<file path="config.mk">
export PLATFORM = sky130hd
export DESIGN_NAME = pc_fetch_unit
export DESIGN_NICKNAME = d
export VERILOG_FILES = /design/src/rtl/fetch_pkg.sv /design/src/rtl/pc_next_mux.sv /design/src/rtl/pc_fetch_unit.sv
export SDC_FILE = /design/constraint.sdc
export NUM_CORES = 1
export LEC_CHECK = 0
export BUFFER_PORTS_ARGS = -buffer_cell sky130_fd_sc_hd__buf_2
export CORE_AREA = 3 3 131 133
export CTS_CLUSTER_DIAMETER = 40
export DETAILED_ROUTE_END_ITERATION = 10
export DIE_AREA = 0 0 134 136
export PLACE_DENSITY = 0.64
export SYNTH_ARGS = -nofsm -noshare
export SYNTH_HDL_FRONTEND = slang
export SYNTH_SLANG_ARGS = --single-unit
</file>
<file path="constraint.sdc">
create_clock -name clk -period 2.5 [get_ports clk]
set_input_delay 0.375 -clock clk [delete_from_list [all_inputs] [get_ports clk]]
set_output_delay 0.375 -clock clk [all_outputs]
set_load 0.02 [all_outputs]
</file>
<file path="src/rtl/fetch_pkg.sv">
// Shared fetch-stage types and defaults: FSM state encoding, vectors, next-PC select codes.
// Latency: n/a (declarations only). Backpressure: n/a.
// Optional build macro PC_ALIGN_CHECK_EN is consumed by pc_fetch_unit.
package fetch_pkg;

  localparam int DEF_PC_W = 32;
  localparam logic [DEF_PC_W-1:0] DEF_RESET_VEC = 32'h0040_0000;
  localparam logic [DEF_PC_W-1:0] DEF_FAULT_VEC = 32'h0040_0180;

  typedef enum logic [1:0] {
    ST_BOOT  = 2'd0,
    ST_RUN   = 2'd1,
    ST_FAULT = 2'd2
  } fetch_state_t;

  typedef enum logic [2:0] {
    SEL_HOLD   = 3'd0,
    SEL_JUMP   = 3'd1,
    SEL_BRANCH = 3'd2,
    SEL_PEND   = 3'd3,
    SEL_SEQ    = 3'd4
  } next_sel_t;

endpackage

</file>
<file path="src/rtl/pc_next_mux.sv">
// Combinational next-PC select while running: hold / jump / branch / pending / sequential.
// Latency: zero (pure combinational). Backpressure: stall forces hold.
// Sequential increment wraps modulo 2**PC_W; targets pass through unmasked.
module pc_next_mux
  import fetch_pkg::*;
#(
  parameter int PC_W = DEF_PC_W
) (
  input  logic            stall,
  input  logic            jump,
  input  logic [PC_W-1:0] jump_target,
  input  logic            branch_taken,
  input  logic [PC_W-1:0] branch_target,
  input  logic            pend_vld,
  input  logic [PC_W-1:0] pend_target,
  input  logic [PC_W-1:0] pc,
  output logic [PC_W-1:0] next_pc
);

  next_sel_t sel;

  always_comb begin
    sel = SEL_SEQ;
    if (stall)             sel = SEL_HOLD;
    else if (jump)         sel = SEL_JUMP;
    else if (branch_taken) sel = SEL_BRANCH;
    else if (pend_vld)     sel = SEL_PEND;
  end

  always_comb begin
    next_pc = pc + PC_W'(4);
    case (sel)
      SEL_HOLD:   next_pc = pc;
      SEL_JUMP:   next_pc = jump_target;
      SEL_BRANCH: next_pc = branch_target;
      SEL_PEND:   next_pc = pend_target;
      default:    next_pc = pc + PC_W'(4);
    endcase
  end

endmodule

</file>
<file path="src/rtl/pc_fetch_unit.sv">
// Program counter stage with BOOT/RUN/FAULT FSM; PC_ALIGN_CHECK_EN adds misalignment faults.
// Latency: redirect in cycle N shows on pc in cycle N+1; pc_valid rises one cycle after reset release.
// Backpressure: stall holds pc and parks any redirect in a single pending slot until release.
module pc_fetch_unit
  import fetch_pkg::*;
#(
  parameter int              PC_W      = DEF_PC_W,
  parameter logic [PC_W-1:0] RESET_VEC = DEF_RESET_VEC,
  parameter logic [PC_W-1:0] FAULT_VEC = DEF_FAULT_VEC
) (
  input  logic            clk,
  input  logic            rst_n,
  input  logic            stall,
  input  logic            jump,
  input  logic [PC_W-1:0] jump_target,
  input  logic            branch_taken,
  input  logic [PC_W-1:0] branch_target,
  input  logic            pc_invalid,
  input  logic            fault_clr,
  output logic [PC_W-1:0] pc,
  output logic [PC_W-1:0] pc_plus4,
  output logic            pc_valid,
  output logic            fetch_fault,
  output logic [PC_W-1:0] fault_addr
`ifdef PC_ALIGN_CHECK_EN
  ,
  output logic            fault_misaligned
`endif
);

  fetch_state_t    state;
  logic            pend_vld;
  logic [PC_W-1:0] pend_target;
  logic [PC_W-1:0] next_pc;
  logic            fault_cond;

  assign pc_plus4 = pc + PC_W'(4);

`ifdef PC_ALIGN_CHECK_EN
  logic misaligned;
  assign misaligned = |pc[1:0];
  assign fault_cond = pc_invalid | misaligned;
`else
  assign fault_cond = pc_invalid;
`endif

  pc_next_mux #(.PC_W(PC_W)) u_next (
    .stall         (stall),
    .jump          (jump),
    .jump_target   (jump_target),
    .branch_taken  (branch_taken),
    .branch_target (branch_target),
    .pend_vld      (pend_vld),
    .pend_target   (pend_target),
    .pc            (pc),
    .next_pc       (next_pc)
  );

  always_ff @(posedge clk) begin
    if (!rst_n) begin
      state       <= ST_BOOT;
      pc          <= RESET_VEC;
      pc_valid    <= 1'b0;
      fetch_fault <= 1'b0;
      fault_addr  <= '0;
      pend_vld    <= 1'b0;
      pend_target <= '0;
`ifdef PC_ALIGN_CHECK_EN
      fault_misaligned <= 1'b0;
`endif
    end else begin
      case (state)
        ST_BOOT: begin
          state    <= ST_RUN;
          pc_valid <= 1'b1;
        end
        ST_RUN: begin
          if (fault_cond) begin
            state       <= ST_FAULT;
            pc_valid    <= 1'b0;
            fetch_fault <= 1'b1;
            fault_addr  <= pc;
            pend_vld    <= 1'b0;
`ifdef PC_ALIGN_CHECK_EN
            fault_misaligned <= misaligned & ~pc_invalid;
`endif
          end else begin
            pc <= next_pc;
            // A pending redirect survives only while stalled; release consumes or discards it.
            if (stall) begin
              if (jump) begin
                pend_vld    <= 1'b1;
                pend_target <= jump_target;
              end else if (branch_taken) begin
                pend_vld    <= 1'b1;
                pend_target <= branch_target;
              end
            end else begin
              pend_vld <= 1'b0;
            end
          end
        end
        ST_FAULT: begin
          if (fault_clr) begin
            state       <= ST_BOOT;
            pc          <= FAULT_VEC;
            fetch_fault <= 1'b0;
`ifdef PC_ALIGN_CHECK_EN
            fault_misaligned <= 1'b0;
`endif
          end
        end
        default: begin
          state    <= ST_BOOT;
          pc_valid <= 1'b0;
        end
      endcase
    end
  end

endmodule

</file>
# Yosys cells after proc, flatten, opt, wreduce, memory -nomap -nowiden
# Cells that the tools add are included.
# classes
mul	0
order_cmp	0
n_reduce_logical	11
bitwise	2
n_eq_ne	10
mux	22
n_addsub	1
shifts	0
n_div	0
# op_table
op	n
32-bit 2-to-1 mux	4
32-bit case mux with 4 select lines	1
32-bit case mux with 2 select lines	1
32-bit by 3-bit adder with 32-bit output (second input constant)	1
3-bit 2-to-1 mux	4
2-bit inequality test (second input constant)	4
2-bit AND reduction	4
4-bit AND reduction	2
1-bit 2-to-1 mux	7
3-bit by 2-bit equality test with 1-bit output (second input constant)	2
2-bit case mux with 3 select lines	1
2-bit 2-to-1 mux	2
4-bit by 1-bit inequality test with 1-bit output (second input constant)	1
2-bit nonzero test	2
3-bit by 1-bit equality test with 1-bit output (second input constant)	1
3-bit logical NOT	1
1-bit case mux with 3 select lines	1
3-bit AND reduction	1
2-bit by 1-bit equality test with 1-bit output (second input constant)	1
2-bit equality test (second input constant)	1
2-bit logical NOT	1
1-bit NOT	2
1-bit case mux with 2 select lines	1
# totals
output_inout_bits	98
rom_bits	0
mem_bits_rw	0
memories	0
latchBits	0
regBits	101

# Longest topological paths before layout
# Gate-level depths: netlist of the first run.
# depth
ltp_word	8
ltp_mapped	8

# Cells and area by module
# From an unflattened synthesis of the first run, not the netlist that was laid out.
# hier_totals
cells_unflattened	751
hier_area_um2	6183.4
# by_module_without_submodules
module	instances	cells_each	area_per_inst_um2	seq_area_each_um2
pc_fetch_unit	1	502	4604.4	2021.9
pc_next_mux	1	249	1579.0	0.0

# Least setup slack after synthesis of the first run
# OpenSTA, ideal clock, no wires.
# synth_timing
path_type	reg-to-output
from	reg pc[14]
to	out pc_plus4[26]
required_time_ps	2125
slack_ps	81
stages_incl_launch_ff	6
arrival_ps	2044
path_buffers	1
cell_sequence	dfxtp_1 buf_2 nand4_1 or3_1 or3_1 xnor2_1
# synth_between
elab_chain_cells	1
# synth_rtl
element	line_no	rtl
start: declaration	pc_fetch_unit.sv:20	output logic [PC_W-1:0] pc,
start signal: assignment	pc_fetch_unit.sv:88	pc <= next_pc;
32-bit by 3-bit adder with 32-bit output	pc_fetch_unit.sv:37	assign pc_plus4 = pc + PC_W'(4);
end: declaration	pc_fetch_unit.sv:21	output logic [PC_W-1:0] pc_plus4,
# No other way between the ends.

# Worst setup path after layout of the first run
# layout_timing
from	reg pc[2]
to	out pc_plus4[20]
# Same word-level chain as after synthesis.

==> summary.md, run 1 <==
| Metric | Value |
|---|---|
| Status | `finished, final reports clean` |
| Avg Cell Area, Syn | `7.79 um2` |
| FMAX | `403 MHz` |
| CTS Sinks | `101` |
| Commonest cells after routing, fill and taps aside | `164 x buf_2, 131 x nand2_1, 91 x dfxtp_1, 69 x a21oi_1, 59 x buf_4` |
| CTS root buf | `clkbuf_16` |
| Final antenna-violating net count | `0` |
| Comb pwr share | `16.8%` |
| Clock buffer depth | `2` |
| TritonCTS clock tree | `done` |
| DPL Wire Length | `15200 um` |
| Slew margin rel. | `56.2%` |
| Die X-Extent | `134 um` |
| Period utilization | `99.3%` |
| Number of placement rows | `46` |
| RSZ-0062 raised after global routing | `true` |
| Slew @ Worst Pin | `652 ps` |
| Share of cells above drive strength 1 | `31.8%` |
| Gr ovfl total | `0` |
| Worst-path maximum fanout | `5` |
| Worst R2R Start | `pc[2]` |
| Final #Nets | `964` |
| Area grow syn2layout | `30.6%` |
| Leak | `0.00319 uW` |
| Most common cell after layout, fill and taps aside | `buf_2` |
| Clock share of power | `36.7%` |
| Vias in the first global route | `5536` |
| Ports | `169` |
| Port buffer count | `168` |
| Hold slack | `298 ps` |
| Reported max-cap violation count | `0` |
| Layout fillers | `1627` |
| Async SR Flop Fraction | `0%` |
| FF+latch count, synth | `101` |
| Post-synthesis cell type count | `62` |
| Die area | `18200 um2` |
| Worst Hold Class | `in -> reg` |
| Worst Skew | `7.17 ps` |
| CP Launch Type | `register` |
| Clk slew on worst S/H paths | `70 ps` |
| Worst VDD drop | `0.352 mV` |
| Final wirelength | `20300 um` |
| Sw Pwr | `1030 uW` |
| WP data arrival | `2110 ps` |
| Final Hold Fails | `0` |
| Worst r2r dst | `pc[18]` |
| Drt pass-1 iters | `5` |
| Vias per cell | `5.43` |
| H-tree depth | `3` |
| Largest net degree at the start of global routing | `52` |
| Synthesized area | `5600 um2` |
| Drt wl/cell | `18.2 um` |
| Starting DRC count in detailed routing | `607` |
| Final Power | `3640 uW` |
| Post-synthesis cell count | `719` |
| Pins Over Slew Limit | `0` |
| Layout Utilization | `45.9%` |
| Most used DFF post-synth | `dfxtp_1` |
| Register share of total power | `46.6%` |
| Vias | `6042` |
| First-pass GRT wire length | `31100 um` |
| Clock latency on the worst-skew pair | `360 ps` |
| Setup crit end | `pc_plus4[20]` |
| Worst-case reg-to-reg path depth | `10` |
| Final setup viols | `0` |
| Critical path class | `reg -> out` |
| WP data required | `2120 ps` |
| Die height | `136 um` |
| Switching part of the total | `28.4%` |
| CTS Buf Count | `9` |
| Core box area | `15900 um2` |
| Remaining DRCs | `0` |
| Crit. End Element | `output pin` |
| Placed insts | `1089` |
| Pwr dens | `498 nW/um2` |
| Finished Layout Cells | `1112` |
| P_int | `2610 uW` |
| Initial antenna violation count | `1` |
| GR Util All Layers | `21.6%` |
| Ys Warns | `0` |
| FF-to-FF setup slack | `320 ps` |
| Fin Setup TNS | `0 ps` |
| Post-synthesis sequential area ratio | `36.1%` |
| GPL Wtd Cong | `0.867` |
| Syn Nets | `791` |
| Period minus WS final | `2480 ps` |
| Initial Util | `35.1%` |
| EDFF count, synth | `0` |
| Crit. Startpoint | `pc[2]` |
==> how the worst min path moves through the flow <==
| stage | startpoint | cells after the start | slack (ps) | end |
|---|---|---|---|---|
| final | branch_target[31] | 3 | 300 | pend_target[31] |
| after global routing | branch_target[15] | 3 | 310 | pend_target[15] |
| after CTS | branch_target[21] | 3 | 300 | pend_target[21] |
| after detailed placement | fault_addr[13] | 2 | 440 | fault_addr[13] |
| after global placement | fault_addr[31] | 2 | 440 | fault_addr[31] |
| after floorplan | pend_target[7] | 2 | 450 | pc[7] |
==> worst max-delay path: stages, from the launching register on <==
cell     delay (ps)
dfxtp_4         380
buf_6           100
ha_2            180
and3_4          230
nand4_1         160
or2_2           350
xnor2_2         170
buf_4           170
==> synth_stat cells, types with 6 or more instances <==
cell | instances | area share [%]
nand4_1 | 12 | 1.3
or3_1 | 7 | 0.78
a311oi_1 | 12 | 1.9
buf_2 | 16 | 1.4
a211oi_1 | 21 | 2.8
nor2_1 | 48 | 3.2
xnor2_1 | 18 | 2.8
dfxtp_1 | 101 | 36
clkbuf_1 | 47 | 3.1
o21ai_0 | 29 | 2.6
a21oi_1 | 69 | 6.2
a22oi_1 | 10 | 1.3
and2_1 | 13 | 1.5
or2_2 | 6 | 0.67
inv_1 | 12 | 0.80
nand3_1 | 13 | 1.2
nand2_1 | 133 | 8.9
and3_1 | 6 | 0.67
mux2i_1 | 19 | 3.4
a221oi_1 | 17 | 2.7
a31oi_1 | 10 | 1.1
a21o_1 | 13 | 1.7
==> state kept, by name, summed over array words and instances (netlist names) <==
| register | cells |
|---|---|
| pend_target | 32 |
| fetch_fault | 1 |
| pend_vld | 1 |
| pc | 32 |
| state | 2 |
| fault_addr | 32 |
| pc_valid | 1 |
==> final cells by class <==
cell class              count  area, um2  share of cell area (%)
diodes                      1       2.50                  0.0342
clock buffers              13        260                    3.56
clock inverters             1       7.51                   0.103
inverters                  13       48.8                   0.667
multi-input cells         539       3350                    45.7
flip-flops and latches    101       2040                    27.9
well taps                 216        270                    3.69
repair buffers            228       1340                    18.3
==> metrics by stage <==
stage | area (um2) | worst slack (ps)
floorplan | 5600 | 81.2
global placement | 6850 | 214
detailed placement | 6850 | 190
CTS | 7160 | 8.86
global route | 7310 | -36.1
finish | 7310 | 16.4
==> cells by family (layout without fill, tap and decap cells) <==
group	Yosys count	count (layout)	synth area share [%]
AND/OR/NAND/NOR	270	270	23.4
AO/OA/AOI/OAI	226	226	27.4
flip-flops	101	101	36.1
buffers and inverters	79	255	5.81
XOR/XNOR	22	22	3.44
multiplexers	20	20	3.60
adder cells (fa/ha/maj)	1	1	0.223
other	0	1	0
==> power by group through the flow <==
stage	sequential (uW)	combinational [uW]	clock, uW
finish	1690	611	1330
floorplan	1750	336	0
CTS	1690	602	1360
global route	1700	667	1420
detailed placement	1730	599	0
global placement	1730	600	0
==> metal layers <==
layer / share of wire [%] / track usage [%]
met1: 46 / 30.7
met2: 45 / 33.3
met3: 7.1 / 4.33
met4: 2.4 / 6.29
met5: 0 / 0
==> repair_timing <==
action,4_1_cts,5_1_grt
hold buffers,0,0
gates cloned,0,1
setup endpoints to repair,13,15
buffers inserted,1,6
pin swaps,2,6
gates resized for setup,10,31
Note: power is estimated with default switching activity, not from simulation.
==> run 2, diff against run 1 <==
--- a/config.mk
+++ b/config.mk
@@ -7,9 +7,11 @@
 export LEC_CHECK = 0
 export BUFFER_PORTS_ARGS = -buffer_cell sky130_fd_sc_hd__buf_2
 export CORE_AREA = 3 3 131 133
+export CTS_BUF_LIST = sky130_fd_sc_hd__clkbuf_16
 export CTS_CLUSTER_DIAMETER = 40
 export DETAILED_ROUTE_END_ITERATION = 10
 export DIE_AREA = 0 0 134 136
+export MAX_ROUTING_LAYER = met4
 export PLACE_DENSITY = 0.64
 export SYNTH_ARGS = -nofsm -noshare
 export SYNTH_HDL_FRONTEND = slang
==> run 2 against run 1 <==
Effect of this change: count of clock-buffer cells in the layout down 4; worst setup slack better by 35 ps; total power up 7.3%; die area unchanged; clock power up 20%; maximum frequency up 1.4%; cell count up 1.2%; first-iteration DRC count down 18%; sequential power about the same; sequential cell count unchanged; via count up 1.2%; cell area up 2.3%.
==> summary.md, run 2 (synthesis gave the netlist of run 1 again) <==
| Metric | Value |
|---|---|
| Worst Skew | `6.34 ps (was 7.17 ps)` |
| DR top layer | `met4 (unchanged)` |
| Die X-Extent | `134 um (unchanged)` |
| Die height | `136 um (unchanged)` |
| Period minus WS final | `2450 ps (was 2480 ps)` |
| Finished Layout Cells | `1125 (was 1112)` |
| Number of diodes | `0 (was 1)` |
| Vias per cell | `5.44 (was 5.43)` |
| Clk slew on worst S/H paths | `70 ps (about the same)` |
| Share of cells above drive strength 1 | `33.2% (was 31.8%)` |
| RSZ-0062 raised after global routing | `true (unchanged)` |
| Area occupied by multi-input gates | `3320 um2 (was 3350 um2)` |
| Starting DRC count in detailed routing | `500 (was 607)` |
| Crit. End Element | `output pin (unchanged)` |
| Final setup viols | `0 (unchanged)` |
| Most common cell after layout, fill and taps aside | `buf_2 (unchanged)` |
| Area grow syn2layout | `33.6% (was 30.6%)` |
| Layout fillers | `1600 (was 1627)` |
| Reported max-cap violation count | `0 (unchanged)` |
| Final #Nets | `977 (was 964)` |
| Metal3 WL | `1560 um (was 1450 um)` |
| Remaining DRCs | `0 (unchanged)` |
| GPL Wtd Cong | `0.894 (was 0.867)` |
| Critical path class | `reg -> out (unchanged)` |
| Vias | `6115 (was 6042)` |
| WP data required | `2120 ps (about the same)` |
| Core box area | `15900 um2 (unchanged)` |
| Commonest cells after routing, fill and taps aside | `163 x buf_2, 130 x nand2_1, 85 x dfxtp_1, 69 x a21oi_1, 68 x buf_4 (was 164 x buf_2, 131 x nand2_1, 91 x dfxtp_1, 69 x a21oi_1, 59 x buf_4)` |
| Worst Slack Setup Final | `51.8 ps (was 16.4 ps)` |
| CTS Buf Count | `9 (unchanged)` |
| Vias in the first global route | `5475 (was 5536)` |
| Pins Over Slew Limit | `0 (unchanged)` |
| Drt wl/cell | `18.1 um (was 18.2 um)` |
| Slew @ Worst Pin | `629 ps (was 652 ps)` |
| CTS root buf | `clkbuf_16 (unchanged)` |
| GR Util All Layers | `22.6% (was 21.6%)` |
| Initial Util | `35.1% (unchanged)` |
| CTS Sinks | `101 (unchanged)` |
| Final antenna-violating net count | `0 (unchanged)` |
| Final Instance Area | `7480 um2 (was 7310 um2)` |
| Drt pass-1 iters | `5 (unchanged)` |
| Clock latency on the worst-skew pair | `360 ps (about the same)` |
| Dpl cell area | `6900 um2 (was 6850 um2)` |
| Leak | `0.00326 uW (was 0.00319 uW)` |
| Port buffer count | `168 (unchanged)` |
| Die area | `18200 um2 (unchanged)` |
| Slew margin rel. | `58.1% (was 56.2%)` |
| Clock buffer depth | `2 (unchanged)` |
| Final Hold Fails | `0 (unchanged)` |
| WL met1 | `9270 um (was 9300 um)` |
| Number of placement rows | `46 (unchanged)` |
| Layout Utilization | `46.9% (was 45.9%)` |
| Initial antenna violation count | `0 (was 1)` |
| Worst Hold Class | `in -> reg (unchanged)` |
| # hold bufs at CTS | `0 (unchanged)` |
| Largest net degree at the start of global routing | `57 (was 52)` |
| Period utilization | `97.9% (was 99.3%)` |
| Ports | `169 (unchanged)` |
| H-tree depth | `3 (unchanged)` |
| Pwr dens | `522 nW/um2 (was 498 nW/um2)` |
| First-pass GRT wire length | `31300 um (was 31100 um)` |
| Register area | `2050 um2 (was 2040 um2)` |
| Pre-CTS setup slack | `163 ps (was 190 ps)` |
| Worst VDD drop | `0.334 mV (was 0.352 mV)` |
| Worst-path maximum fanout | `5 (unchanged)` |
| CP Launch Type | `register (unchanged)` |
| Status | `finished, final reports clean (unchanged)` |
| Placed insts | `1093 (was 1089)` |
| Top Registers | `fault_addr x32, pc x32, pend_target x32 (unchanged)` |
| FMAX | `408 MHz (was 403 MHz)` |
| Fin Setup TNS | `0 ps (unchanged)` |
| WP data arrival | `2070 ps (was 2110 ps)` |
| DPL Wire Length | `15300 um (was 15200 um)` |
| Gr ovfl total | `0 (unchanged)` |
| TritonCTS clock tree | `done (unchanged)` |
| Met2 routed WL | `9020 um (was 9040 um)` |
| Final wirelength | `20300 um (about the same)` |
-- run 2: cell type report --
type	count	area share, %
sequential	101	27.4
clock inverter	6	1.37
inverter	13	0.652
clock buffer	9	3.01
tap	216	3.61
timing repair buffer	241	19.6
multi-input combinational	539	44.4
-- run 2: worst paths after layout --
kind              slack [ps]              start  cells after the start         endpoint
setup / recovery          50              pc[2]                      8     pc_plus4[18]
hold / removal           300  branch_target[20]                      3  pend_target[20]
setup reg to reg         470              pc[2]                      9           pc[18]
hold reg to reg          450     fault_addr[20]                      2   fault_addr[20]
-- run 2: timing repair --
item                       4_1_cts  5_1_grt
setup endpoints to repair       13       19
pin swaps                        2       11
cloned                           0        1
hold endpoints to repair         0        0
gates resized for setup         12       37
buffers inserted                 1       15
-- run 2: layer usage --
metal	vias to the layer above	track usage (%)
li1	2988	-
met1	2836	31.6
met2	264	33.2
met3	27	3.59
met4	0	7.71
met5	-	-
-- run 2: report_power, final --
group / total [uW] / switching (uW) / leakage [uW] / internal (uW)
clock network: 1590 / 624 / 0.000160 / 965
logic: 623 / 380 / 0.00227 / 243
registers: 1690 / 40.2 / 0.000826 / 1650
total: 3900 / 1040 / 0.00326 / 2860
-- run 2: through the flow --
| stage | total power, uW | hold WS, ps |
|---|---|---|
| global route | 4060 | 304 |
| global placement | 2340 | 440 |
| floorplan | 2080 | 453 |
| detailed placement | 2340 | 443 |
| CTS | 3920 | 286 |
| finish | 3900 | 298 |
-- run 2: critical path: stages, from the launching register on --
cell and delay (ps):
dfxtp_4 380, buf_6 110, ha_4 140, and3_4 220
nand4_1 160, buf_6 180, or3_1 320, nand2_2 90
buf_6 110
